`src/rtl/if_stage_prefetch_pkg.sv`:
```
// if_stage_prefetch_pkg: shared widths, reset PC and the IF->ID payload layout
package if_stage_prefetch_pkg;
  localparam int IF_ID_LEN = 64;
  localparam int BR_BUS_LEN = 33;
  localparam logic [31:0] DEFAULT_RESET_PC = 32'h1C00_0000;
  typedef struct packed {
    logic [31:0] inst;
    logic [31:0] pc;
  } if_id_t;
  function automatic logic [31:0] word_align(input logic [31:0] a);
    return a & 32'hFFFF_FFFC;
  endfunction
endpackage

```
`src/rtl/if_stage_prefetch_fetch_fifo.sv`:
```
// if_stage_prefetch_fetch_fifo: synchronous FIFO with flush, occupancy count and full/empty flags
module if_stage_prefetch_fetch_fifo #(
  parameter int WIDTH = 32,
  parameter int DEPTH = 2
) (
  input  logic                       clk,
  input  logic                       reset,
  input  logic                       push_i,
  input  logic                       pop_i,
  input  logic                       flush_i,
  input  logic [WIDTH-1:0]           data_i,
  output logic [WIDTH-1:0]           data_o,
  output logic [$clog2(DEPTH+1)-1:0] count_o,
  output logic                       full_o,
  output logic                       empty_o
);
  localparam int AW = DEPTH > 1 ? $clog2(DEPTH) : 1;
  localparam int CW = $clog2(DEPTH+1);
  logic [WIDTH-1:0] mem_q [DEPTH];
  logic [AW-1:0] wr_q, wr_d, rd_q, rd_d;
  logic [CW-1:0] cnt_q, cnt_d;
  logic do_push, do_pop;
  function automatic logic [AW-1:0] inc(input logic [AW-1:0] p);
    return p == AW'(DEPTH-1) ? '0 : p + AW'(1);
  endfunction
  assign do_push = push_i & ~flush_i & (~full_o | pop_i);
  assign do_pop = pop_i & ~flush_i & ~empty_o;
  assign data_o = mem_q[rd_q];
  assign count_o = cnt_q;
  assign full_o = cnt_q == CW'(DEPTH);
  assign empty_o = cnt_q == '0;
  // Pointer and occupancy update; flush discards every entry at once
  always_comb begin
    wr_d = flush_i ? '0 : do_push ? inc(wr_q) : wr_q;
    rd_d = flush_i ? '0 : do_pop ? inc(rd_q) : rd_q;
    cnt_d = flush_i ? '0 : cnt_q + CW'(do_push) - CW'(do_pop);
  end
  // Control state registers
  always_ff @(posedge clk)
    if (reset) begin
      wr_q <= '0;
      rd_q <= '0;
      cnt_q <= '0;
    end else begin
      wr_q <= wr_d;
      rd_q <= rd_d;
      cnt_q <= cnt_d;
    end
  // Storage needs no reset; validity is tracked by the count
  always_ff @(posedge clk)
    if (do_push) mem_q[wr_q] <= data_i;
endmodule

```
`src/rtl/if_stage_prefetch.sv`:
```
// if_stage_prefetch: decoupled IF stage with multiple in-flight fetches, instruction buffer and branch cancel
module if_stage_prefetch
  import if_stage_prefetch_pkg::*;
#(
  parameter logic [31:0] RESET_PC = DEFAULT_RESET_PC,
  parameter int IBUF_DEPTH = 4,
  parameter int MAX_OUTST = 2
) (
  input  logic                  clk,
  input  logic                  reset,
  input  logic [BR_BUS_LEN-1:0] br_bus,
  input  logic                  ID_allowin,
  output logic                  IF_ID_valid,
  output logic [IF_ID_LEN-1:0]  IF_ID_bus,
  output logic                  inst_sram_req,
  output logic                  inst_sram_wr,
  output logic [1:0]            inst_sram_size,
  output logic [3:0]            inst_sram_wstrb,
  output logic [31:0]           inst_sram_addr,
  output logic [31:0]           inst_sram_wdata,
  input  logic                  inst_sram_addr_ok,
  input  logic                  inst_sram_data_ok,
  input  logic [31:0]           inst_sram_rdata
);
  localparam int OW = $clog2(MAX_OUTST+2);
  localparam int QW = $clog2(MAX_OUTST+1);
  localparam int IW = $clog2(IBUF_DEPTH+1);
  logic br_taken;
  logic [31:0] br_target;
  logic [31:0] fetch_pc_q, fetch_pc_d, hold_addr_q, hold_addr_d;
  logic hold_q, hold_d;
  logic [OW-1:0] out_q, out_d, cancel_q, cancel_d;
  logic credit, hs, pend, drop;
  logic pcq_push, pcq_pop, pcq_full, pcq_empty;
  logic [31:0] pcq_head, resp_pc;
  logic [QW-1:0] pcq_cnt;
  logic ibuf_push, ibuf_pop, ibuf_full, ibuf_empty;
  logic [IW-1:0] ibuf_cnt;
  if_id_t ibuf_din;
  assign br_taken = br_bus[32];
  assign br_target = word_align(br_bus[31:0]);
  assign inst_sram_wr = 1'b0;
  assign inst_sram_size = 2'b10;
  assign inst_sram_wstrb = 4'h0;
  assign inst_sram_wdata = 32'h0;
  assign credit = (out_q < OW'(MAX_OUTST)) && ((32'(out_q) + 32'(ibuf_cnt)) < 32'(IBUF_DEPTH));
  assign inst_sram_req = ~reset & (hold_q | credit);
  assign inst_sram_addr = hold_q ? hold_addr_q : fetch_pc_q;
  assign hs = inst_sram_req & inst_sram_addr_ok;
  assign pend = inst_sram_req & ~inst_sram_addr_ok;
  assign resp_pc = pcq_empty ? inst_sram_addr : pcq_head;
  assign pcq_push = hs & ~(pcq_empty & inst_sram_data_ok);
  assign pcq_pop = inst_sram_data_ok & ~pcq_empty;
  assign drop = br_taken | (cancel_q != '0);
  assign ibuf_push = inst_sram_data_ok & ~drop;
  assign ibuf_din = '{inst: inst_sram_rdata, pc: resp_pc};
  assign IF_ID_valid = ~ibuf_empty & ~br_taken;
  assign ibuf_pop = IF_ID_valid & ID_allowin;
  if_stage_prefetch_fetch_fifo #(.WIDTH(32), .DEPTH(MAX_OUTST)) u_pc_q (
    .clk(clk), .reset(reset), .push_i(pcq_push), .pop_i(pcq_pop), .flush_i(1'b0),
    .data_i(inst_sram_addr), .data_o(pcq_head), .count_o(pcq_cnt), .full_o(pcq_full), .empty_o(pcq_empty)
  );
  if_stage_prefetch_fetch_fifo #(.WIDTH(IF_ID_LEN), .DEPTH(IBUF_DEPTH)) u_ibuf (
    .clk(clk), .reset(reset), .push_i(ibuf_push), .pop_i(ibuf_pop), .flush_i(br_taken),
    .data_i(ibuf_din), .data_o(IF_ID_bus), .count_o(ibuf_cnt), .full_o(ibuf_full), .empty_o(ibuf_empty)
  );
  // On a branch every in-flight request plus a still-pending one becomes a cancel credit
  always_comb begin
    out_d = out_q + OW'(hs) - OW'(inst_sram_data_ok);
    cancel_d = br_taken ? out_d + OW'(pend) : cancel_q - OW'(inst_sram_data_ok && cancel_q != '0);
    hold_d = pend & (br_taken | hold_q);
    hold_addr_d = pend ? inst_sram_addr : hold_addr_q;
    fetch_pc_d = br_taken ? br_target : (hs & ~hold_q) ? fetch_pc_q + 32'd4 : fetch_pc_q;
  end
  // Fetch state registers
  always_ff @(posedge clk)
    if (reset) begin
      fetch_pc_q <= RESET_PC;
      hold_q <= 1'b0;
      hold_addr_q <= '0;
      out_q <= '0;
      cancel_q <= '0;
    end else begin
      fetch_pc_q <= fetch_pc_d;
      hold_q <= hold_d;
      hold_addr_q <= hold_addr_d;
      out_q <= out_d;
      cancel_q <= cancel_d;
    end
  // Bus protocol and credit invariants
  always_ff @(posedge clk)
    if (!reset) begin
      assert (!inst_sram_data_ok || out_q != '0 || hs);
      assert (!(ibuf_push && ibuf_full && !ibuf_pop));
      assert (!(pcq_push && pcq_full));
      assert (32'(pcq_cnt) == 32'(out_q));
    end
endmodule

```
`config.mk`:
```
export PLATFORM = sky130hd
export DESIGN_NAME = if_stage_prefetch
export DESIGN_NICKNAME = d
export VERILOG_FILES = /design/src/rtl/if_stage_prefetch_pkg.sv /design/src/rtl/if_stage_prefetch_fetch_fifo.sv /design/src/rtl/if_stage_prefetch.sv
export SDC_FILE = /design/constraint.sdc
export NUM_CORES = 1
export LEC_CHECK = 0
export CAP_MARGIN = 10
export CORE_UTILIZATION = 55
export CTS_BUF_LIST = sky130_fd_sc_hd__clkbuf_2
export CTS_CLUSTER_DIAMETER = 30
export DETAILED_ROUTE_END_ITERATION = 8
export MAX_ROUTING_LAYER = met4
export PLACE_DENSITY_LB_ADDON = 0.08
export REMOVE_ABC_BUFFERS = 1
export SYNTH_ARGS = -nofsm -noshare
export SYNTH_HDL_FRONTEND = slang
export SYNTH_SLANG_ARGS = --single-unit
```
`constraint.sdc`:
```
create_clock -name clk -period 7.8 [get_ports clk]
set_input_delay 1.56 -clock clk [delete_from_list [all_inputs] [get_ports clk]]
set_output_delay 1.56 -clock clk [all_outputs]
set_load 0.01 [all_outputs]
```
==> metrics <==
status=completed; Post-Synth XOR/XNOR Area=1.65%; commonest non-fill, non-tap cells in the layout=320 x edfxtp_1, 164 x clkdlybuf4s50_1, 144 x clkbuf_2; Clk pwr share=30.2%; Final setup viols=0; Critical Path Source Type=flop; sum of negative setup slack=0 ns; internal power=3.45 mW; syn_area_per_cell=15.9 um^2; Post-CTS Resized=0; Post-Synth Simple-Gate Area=7.41%; placed insts=1540; Max H-tree Level=3; CTS tree=done; drt first pass iters=5; vias in the first global route=9399; dominant synthesized flop cell=edfxtp_1; post-route ant nets=0; DR vias=9289; Final Hold Viols=0; critical path arrival=3.59 ns; post-synthesis compound-gate area fraction=3.78%; input/output buffers=165; largest family of logic cells by synthesized area=multiplexers; Design Power=4.79 mW; Layout area overhead=17.5%; multiplexer share of the synthesized area=13.8%; core area=29000 um^2; FMAX=0.194 GHz; post-detail-place hpwl=18900 um; sequential element share of the synthesized area=68.4%; critical path required time=6.24 ns; final period utilization=66.0%; min Tclk post-route=5.15 ns; Leak=6.60 nW; Power Density=248 nW/um^2; Worst-path clk slew=0.10 ns; initial antenna violation count=1; Slew @ Worst Pin=1.13 ns; Place WS=2.67 ns; largest net degree at the start of global routing=66; Post-CTS Setup Inserts=0; worst-skew pair later-pin latency=0.95 ns; final net count=1345; Worst slew margin=24.4%; Flop pwr share=54.7%; row count=62; first-pass GRT wire length=50600 um; Syn Inst Count=1035; clock buffer count from CTS=101; maximum vdd drop=0.257 mV; Comb pwr share=15.1%; Critical Path End Type=output port; worst setup path class=flop to output port; post-synth cell types=51; switching pwr=1.33 mW; Worst Path Max Fanout=36; DRC Markers=0; setup ws final=2.65 ns; most common cell after layout, fill and taps aside=edfxtp_1; initial core utilization=56.6%; Layout Skew=0.0828 ns; asr flop ratio synth=0%; Max Cap Viol=0; die area=30500 um^2; final wirelength=32200 um; post-synthesis adder-cell area fraction=1.27%; GR Overflow Total=0; CTS max path bufs=3; post-DR wirelength/cell=18.6 um; Die H=175 um; CTS root buffer=clkbuf_2; DR iter-0 viols=487; total track usage=22.4%; Clock Sinks=401; final non-filler cell total=1732; RSZ-0062 raised after global routing=no; Post-synth EDFFs=320; hold buffers post-CTS=0; synthesized cell area=16400 um^2; Syn. warnings=0; R2R setup slack=4.58 ns; Via density=5.36; Yosys reg bits=401; Die X=175 um; layout cells sized above 1=21.7%; switch share=27.8%; IO Count=207; Max Transition Viols Final=0; worst hold-check path type=flop to flop; routability cong.=0.790
## per-stage QoR
stage | util (%) | cell area (um^2) | hold WS, ns
after floorplan | - | 16000 | 0.449
after global placement | 63.0 | 18300 | 0.460
after detailed placement | 63.0 | 18300 | 0.469
after CTS | 66.4 | 19300 | 0.483
after global routing | 66.5 | 19300 | 0.499
final | 66.5 | 19300 | 0.482
## synthesized netlist by cell type (5+ instances only)
cell type | instances | area, um^2
a211oi_1 | 16 | 120
a21oi_1 | 8 | 40.0
and2_1 | 8 | 50.1
and3_1 | 8 | 50.1
and4_1 | 6 | 52.6
buf_1 | 11 | 41.3
buf_2 | 8 | 40.0
buf_4 | 41 | 308
clkbuf_1 | 30 | 113
dfxtp_1 | 81 | 1620
edfxtp_1 | 320 | 9610
ha_1 | 15 | 188
inv_1 | 19 | 71.3
mux2_2 | 24 | 270
mux2i_1 | 55 | 551
mux4_2 | 64 | 1440
nand2_1 | 89 | 334
nand3_1 | 9 | 45.0
nand4_1 | 7 | 43.8
nor2_1 | 59 | 221
nor2b_1 | 5 | 31.3
nor3_1 | 7 | 35.0
nor4_1 | 6 | 37.5
nor4_2 | 10 | 125
o211ai_1 | 15 | 113
o21a_1 | 5 | 37.5
o21ai_0 | 47 | 235
xnor2_1 | 27 | 236
## area by class of cell
type / instances / area [um^2]
clock inverter: 47 / 285
timing repair buffer: 176 / 1730
tap: 384 / 480
sequential: 401 / 11200
clock buffer: 144 / 721
fill: 2165 / 9730
inverter: 20 / 75.1
antenna: 1 / 2.50
multi-input combinational: 559 / 4750
## worst max-delay path, cell delays in order (launching register included)
cell and delay, ns:
dfxtp_4 0.78, buf_4 0.74, mux4_2 0.58, clkdlybuf4s50_1 0.53
## kinds of logic after synthesis
kind of cell,after synthesis
XOR/XNOR,31
flip-flops,401
multiplexers,143
AND/OR/NAND/NOR,231
buffers and inverters,112
adder cells (fa/ha/maj),16
AO/OA/AOI/OAI,99
other,2
## path summary, 6_finish.rpt
| kind | startpoint | to | depth (start not counted) |
|---|---|---|---|
| setup / recovery | flop | IF_ID_bus[23] | 3 |
| hold / removal | hold_addr_q[1] | hold_addr_q[1] | 1 |
| setup reg to reg | hold_q | u_pc_q.mem_q[1][19] | 6 |
| hold reg to reg | hold_addr_q[1] | hold_addr_q[1] | 1 |
## routing by layer
| metal | track usage, % | routed length, um | vias to the layer above |
|---|---|---|---|
| li1 | - | - | 4399 |
| met1 | 29.1 | 14300 | 4540 |
| met2 | 35.4 | 15600 | 310 |
| met3 | 4.31 | 1780 | 40 |
| met4 | 7.75 | 537 | 0 |
| met5 | - | 0 | - |
## sequential cells by signal (all words and copies together) (netlist names), named ones only
name	count
u_pc_q.count_o	2
u_pc_q.mem_q	64
fetch_pc_q	30
u_ibuf.rd_q	2
u_ibuf.wr_q	2
out_q	2
u_ibuf.count_o	3
u_pc_q.rd_q	1
hold_addr_q	32
u_ibuf.mem_q	256
cancel_q	2
u_pc_q.wr_q	1
hold_q	1
## power groups by stage
stage          sequential, mW  combinational [mW]  clock (mW)
2_1_floorplan            2.65               0.430           0
3_3_place_gp             2.66               0.708           0
3_5_place_dp             2.67               0.729           0
4_1_cts                  2.62               0.734        1.49
5_1_grt                  2.63               0.797        1.60
6_report                 2.62               0.723        1.45
Power figures use the tool's default switching activity.
